`src/rtl/dma_dsc_cache_ctrl.sv`:
```
// Descriptor cache controller: circular FIFO over an external SRAM with a
// registered-read pipeline and a single-entry output holding stage.
module dma_dsc_cache_ctrl #(
  parameter int WIDTH      = 128,
  parameter int DEPTH      = 128,
  parameter int ADDR_WIDTH = 7,
  parameter int RD_LATENCY = 2
) (
  input  logic                  CLOCK,
  input  logic                  RESET_N,
  input  logic                  FLUSH,
  input  logic                  DSC_IN_VALID,
  output logic                  DSC_IN_READY,
  input  logic [WIDTH-1:0]      DSC_IN_DATA,
  output logic                  DSC_OUT_VALID,
  input  logic                  DSC_OUT_READY,
  output logic [WIDTH-1:0]      DSC_OUT_DATA,
  output logic                  DSC_OUT_ERR,
  output logic [ADDR_WIDTH:0]   COUNT,
  output logic                  FULL,
  output logic                  EMPTY,
  output logic                  RAM_WEN,
  output logic [ADDR_WIDTH-1:0] RAM_WADDR,
  output logic [WIDTH-1:0]      RAM_WDATA,
  output logic                  RAM_REN,
  output logic [ADDR_WIDTH-1:0] RAM_RADDR,
  input  logic [WIDTH-1:0]      RAM_RDATA,
  input  logic                  RAM_DB_DETECT
);

  localparam int LAT_W = (RD_LATENCY > 1) ? $clog2(RD_LATENCY) : 1;

  typedef enum logic [1:0] {
    S_IDLE,
    S_WAIT,
    S_HOLD
  } state_t;

  state_t                state_q, state_d;
  logic [LAT_W-1:0]      lat_q;
  logic [ADDR_WIDTH-1:0] wr_ptr_q, rd_ptr_q;
  logic [ADDR_WIDTH:0]   count_q;
  logic [WIDTH-1:0]      out_data_q;
  logic                  out_err_q;
  logic                  wr_fire, issue, capture, pop;

  assign FULL          = (count_q == (ADDR_WIDTH+1)'(DEPTH));
  assign EMPTY         = (count_q == '0);
  assign COUNT         = count_q;
  assign DSC_IN_READY  = !FULL && !FLUSH;
  assign wr_fire       = DSC_IN_VALID && DSC_IN_READY;
  assign RAM_WEN       = wr_fire;
  assign RAM_WADDR     = wr_ptr_q;
  assign RAM_WDATA     = DSC_IN_DATA;
  assign RAM_REN       = issue;
  assign RAM_RADDR     = rd_ptr_q;
  assign DSC_OUT_VALID = (state_q == S_HOLD);
  assign DSC_OUT_DATA  = out_data_q;
  assign DSC_OUT_ERR   = out_err_q;

  // Read FSM next-state and strobes; FLUSH overrides every transition.
  always_comb begin
    state_d = state_q;
    issue   = 1'b0;
    capture = 1'b0;
    pop     = 1'b0;
    case (state_q)
      // No entry is held in IDLE, so pending reduces to count_q.
      S_IDLE: if (count_q != '0) begin
        issue   = 1'b1;
        state_d = S_WAIT;
      end
      S_WAIT: if (lat_q == '0) begin
        capture = 1'b1;
        state_d = S_HOLD;
      end
      S_HOLD: if (DSC_OUT_READY) begin
        pop     = 1'b1;
        state_d = S_IDLE;
      end
      default: state_d = S_IDLE;
    endcase
    if (FLUSH) begin
      state_d = S_IDLE;
      issue   = 1'b0;
      capture = 1'b0;
      pop     = 1'b0;
    end
  end

  // FSM state and read-latency countdown.
  always_ff @(posedge CLOCK or negedge RESET_N) begin
    if (!RESET_N) begin
      state_q <= S_IDLE;
      lat_q   <= '0;
    end else begin
      state_q <= state_d;
      if (FLUSH)
        lat_q <= '0;
      else if (issue)
        lat_q <= LAT_W'(RD_LATENCY - 1);
      else if (state_q == S_WAIT && lat_q != '0)
        lat_q <= lat_q - 1'b1;
    end
  end

  // Ring pointers and occupancy count.
  always_ff @(posedge CLOCK or negedge RESET_N) begin
    if (!RESET_N) begin
      wr_ptr_q <= '0;
      rd_ptr_q <= '0;
      count_q  <= '0;
    end else if (FLUSH) begin
      wr_ptr_q <= '0;
      rd_ptr_q <= '0;
      count_q  <= '0;
    end else begin
      if (wr_fire) wr_ptr_q <= wr_ptr_q + 1'b1;
      if (issue)   rd_ptr_q <= rd_ptr_q + 1'b1;
      case ({wr_fire, pop})
        2'b10:   count_q <= count_q + 1'b1;
        2'b01:   count_q <= count_q - 1'b1;
        default: count_q <= count_q;
      endcase
    end
  end

  // Output register: captures RAM data and error flag when the read lands.
  always_ff @(posedge CLOCK or negedge RESET_N) begin
    if (!RESET_N) begin
      out_data_q <= '0;
      out_err_q  <= 1'b0;
    end else if (FLUSH) begin
      out_err_q  <= 1'b0;
    end else if (capture) begin
      out_data_q <= RAM_RDATA;
      out_err_q  <= RAM_DB_DETECT;
    end
  end

endmodule

```
`config.mk`:
```
export PLATFORM = sky130hd
export DESIGN_NAME = dma_dsc_cache_ctrl
export DESIGN_NICKNAME = d
export VERILOG_FILES = /design/src/rtl/dma_dsc_cache_ctrl.sv
export SDC_FILE = /design/constraint.sdc
export NUM_CORES = 1
export LEC_CHECK = 0
export CAP_MARGIN = 30
export CORE_AREA = 2 2 214 216
export DETAILED_ROUTE_END_ITERATION = 10
export DIE_AREA = 0 0 216 218
export DONT_BUFFER_PORTS = 1
export PLACE_DENSITY = 0.38
export SYNTH_ARGS = -nofsm -noshare
export SYNTH_HDL_FRONTEND = slang
export SYNTH_SLANG_ARGS = --single-unit
```
`constraint.sdc`:
```
create_clock -name CLOCK -period 3.65 [get_ports CLOCK]
set_input_delay 0.73 -clock CLOCK [delete_from_list [all_inputs] [get_ports CLOCK]]
set_output_delay 0.73 -clock CLOCK [all_outputs]
set_load 0.01 [all_outputs]
```
==> reports/results.txt <==
The synthesized netlist occupies a cell area of 0.007187 sq mm. The number of clock buffers inserted by TritonCTS is 17, and the arrival time reported for the critical path endpoint is 3620 ps. The share of the synthesized area in compound gates (AO/OA/AOI/OAI) is 0.02420. The total iterations of the first detailed-routing run was 4. The initial antenna violation count is 2, and the per-cell via count in the routed design is 3.357. Summed over all cells, the static leakage comes to 3.019 nW.

The HPWL after detailed placement is 13210 microns. On the final layout, the worst clock skew is 9.874 ps. Entering global routing, the biggest net connects 155 pins. Along the worst path, the maximum fanout reaches 8.

After synthesis, the mean cell area works out to 12.97 sq um. The fraction of final layout cells sized beyond drive strength 1 was 0.3815. After synthesis, the cell types taking the most area are sky130_fd_sc_hd__dfrtp_1 (54%), sky130_fd_sc_hd__mux2_2 (20%), sky130_fd_sc_hd__buf_4 (13%).

The cell type with the largest total area after synthesis is sky130_fd_sc_hd__dfrtp_1. The shortest clock period the worst path allows after layout came out at 3260 ps. The largest voltage drop on the vdd net was 0.3145 mV.

In the layout the commonest cells are sky130_fd_sc_hd__dfrtp_1 (154), sky130_fd_sc_hd__mux2_2 (128), sky130_fd_sc_hd__nor2_1 (25). The combinational family with the most area after synthesis is multiplexers. The tools report the placer congestion estimate as 0.6694. The worst hold path belongs to the class in -> async.

The layout overhead on the synthesized area is 4.770%, and the number of synthesized register bits is 154. In the final routed layout, each cell accounts on average for 17.34 microns. TritonCTS built the clock tree. The relative max-transition margin is 0.4112, and the ratio of final minimum period to clock period is 0.8932. The worst path setup slack after routing is 389.7 ps, and the number of remaining DRC errors is 0.

Synthesized netlist net count: 825. Leaving out fill and tap cells, the most frequent cell in the layout is sky130_fd_sc_hd__dfrtp_1. The multiplexer share of the synthesized area is 0.2079, and the post-detailed-route count of antenna-violating nets is 0. The async set or reset register ratio after synthesis came out at 1.000. OpenSTA, run right after detailed placement, puts the worst setup slack at 348.9 ps. STA classifies the critical path endpoint as a register. STA puts the critical path data required time at 4010 ps.

The core occupancy in the finished layout was 0.1677; the via total after detailed routing was 3505. The area of the die is 0.04709 sq mm, and the total negative setup slack is 0 ps. Yosys mapped a number of flops with a built-in enable equal to 0. Root buffer cell: sky130_fd_sc_hd__clkbuf_16.

Number of cell instances on the worst register-to-register path: 9. Yosys printed 0 warnings. Setup repair after global routing left no endpoint under its margin. The highest signal layer in the routed design was met5. Among all flip-flop cells after synthesis, the most frequent one is sky130_fd_sc_hd__dfrtp_1. The sequential fraction of the synthesis area was 0.5362. The critical path is of the reg -> reg type. The maximum count of clock buffers along a single path was 2.

The top-area cell type share of the netlist area came out at 0.5362. The critical path launch point type was a register. The floorplan core area is 0.04489 sq mm. The simple-gate portion of the synthesized area came out at 0.04579.

Counting every instance in the synthesized netlist gives 554. The run gives 0.1601 as the effective utilization at floorplan. Hold slack: -43.21 ps. The slew at the pin closest to its max-slew limit was 877.0 ps.

The routed design has 18110 microns of wire. Summed over all layers, the global routing overflow is 0. The hold violation total from the final report was 116.

The first-pass GRT wire length was 25510 microns; the count of input and output buffers was 0. The final reports fail on negative hold slack. The run finished, with violations left.

After the last flow step, the layout net total stands at 701. In this run, distinct cell masters in the synthesized netlist total 37. The boundary pin count is 547, and the filler cell count in the final layout is 4912. Sink count of the clock tree: 154.

The clock slew at the register clock pins of the worst setup and hold paths was 70 ps; the met1 wire length was 5939 microns. The power density over cell area works out to 812.8 mW/mm^2. The logs give 3764 for the via count of the first global-routing pass and 4 for the deepest level of the CTS H-tree. Gates resized during post-CTS repair numbered 0. Top achievable clock speed: 0.3067 GHz. For the all-layer global routing usage, the log shows 0.07661. The die outline width is 216 microns. For the count of final setup violators, the log shows 0.

Wire segments on met3 add up to 2170 microns in the final route. For this block, the initial DRC count from the detailed router was 113. The post-synthesis xor/xnor area fraction is 0.02072. Across the run, the number of max-cap violations was 0. The row count was 78; the post-synthesis share of cell area spent on full adders, half adders and majority gates was 0.01671. The later pin in the worst-skew pair is clocked with a latency of 470 ps. The max-slew violation total from the final report is 0, and the die outline height is 218 microns. The run gives 8928 microns as the routed length on met2.
worst max-delay path: stages (launching register included):
cell and delay [ps]:
sky130_fd_sc_hd__dfrtp_1 480, sky130_fd_sc_hd__or4_4 590, sky130_fd_sc_hd__o21ai_4 270, sky130_fd_sc_hd__and2_1 390, sky130_fd_sc_hd__ha_1 300, sky130_fd_sc_hd__a21o_1 180, sky130_fd_sc_hd__a21oi_1 260, sky130_fd_sc_hd__o31ai_1 160
sky130_fd_sc_hd__mux2i_1 180, sky130_fd_sc_hd__mux2_1 330
final timing paths:
path	from	endpoint	slack [ps]
worst max-delay path	COUNT[5]	COUNT[7]	390
worst min-delay path	RESET_N	DSC_OUT_DATA[91]	-40
worst max register to register	COUNT[5]	COUNT[7]	390
max in group asynchronous	RESET_N	DSC_OUT_DATA[75]	3450
min in group CLOCK	FLUSH	DSC_OUT_ERR	320
worst min register to register	state_q[1]	state_q[0]	530
per-layer routing:
metal | vias up | global-route usage
li1 | 1513 | -
met1 | 1696 | 0.07006
met2 | 232 | 0.1202
met3 | 62 | 0.04728
met4 | 2 | 0.06598
met5 | - | 0
synth_stat cells (2+ instances only):
cell and number:
sky130_fd_sc_hd__dfrtp_1 154, sky130_fd_sc_hd__buf_4 128, sky130_fd_sc_hd__mux2_2 128, sky130_fd_sc_hd__nor2_1 26, sky130_fd_sc_hd__buf_2 13, sky130_fd_sc_hd__nand2_1 10
sky130_fd_sc_hd__a21oi_1 9, sky130_fd_sc_hd__xor2_1 9, sky130_fd_sc_hd__ha_1 8, sky130_fd_sc_hd__nor3_1 8, sky130_fd_sc_hd__xnor2_1 8, sky130_fd_sc_hd__and3_1 5
sky130_fd_sc_hd__a211oi_1 4, sky130_fd_sc_hd__clkbuf_1 4, sky130_fd_sc_hd__nand4_1 4, sky130_fd_sc_hd__inv_1 3, sky130_fd_sc_hd__mux2i_1 3, sky130_fd_sc_hd__nor2b_1 3
sky130_fd_sc_hd__o21ai_0 3, sky130_fd_sc_hd__a21o_1 2, sky130_fd_sc_hd__and3b_1 2, sky130_fd_sc_hd__mux2_1 2, sky130_fd_sc_hd__nand2b_1 2, sky130_fd_sc_hd__o211ai_1 2
sky130_fd_sc_hd__o21a_1 2
final cells by class:
type | count | area [sq um] | share of cell area
diodes | 1 | 2.502 | 0.0003323
multi-input cells | 250 | 2273 | 0.3019
well taps | 600 | 750.7 | 0.09970
repair buffers | 4 | 55.05 | 0.007311
inverters | 3 | 11.26 | 0.001496
flip-flops and latches | 154 | 3854 | 0.5118
clock buffers | 17 | 425.4 | 0.05650
clock inverters | 15 | 157.7 | 0.02094
stage by stage:
step	instances	cell area, sq um	total power, W
5_1_grt	1044	7530	0.006492
2_1_floorplan	554	7187	0.004213
3_3_place_gp	1011	6944	0.004403
6_report	1044	7530	0.006120
4_1_cts	1043	7527	0.006290
3_5_place_dp	1011	6944	0.004424
cells by family after synthesis:
logic type / count (synthesis)
AO/OA/AOI/OAI: 25
XOR/XNOR: 17
adder cells (fa/ha/maj): 9
buffers and inverters: 150
flip-flops: 154
multiplexers: 133
AND/OR/NAND/NOR: 66
power breakdown:
group / switching, W / internal, W / total, W
logic: 0.000316 / 0.000641 / 0.000957
registers: 0.000923 / 0.00246 / 0.00338
clock network: 0.000819 / 0.000962 / 0.00178
state kept, by name, summed over array words and instances, names as in the netlist:
| name | flops |
|---|---|
| DSC_OUT_DATA | 128 |
| COUNT | 8 |
| RAM_RADDR | 7 |
| RAM_WADDR | 7 |
| state_q | 2 |
| DSC_OUT_ERR | 1 |
| lat_q | 1 |
what timing repair did:
item | in CTS | in global routing
setup endpoints to repair | 0 | 0
setup buffers | 0 | 0
endpoints found under the hold margin | 154 | 154
Power figures use the tool's default switching activity.
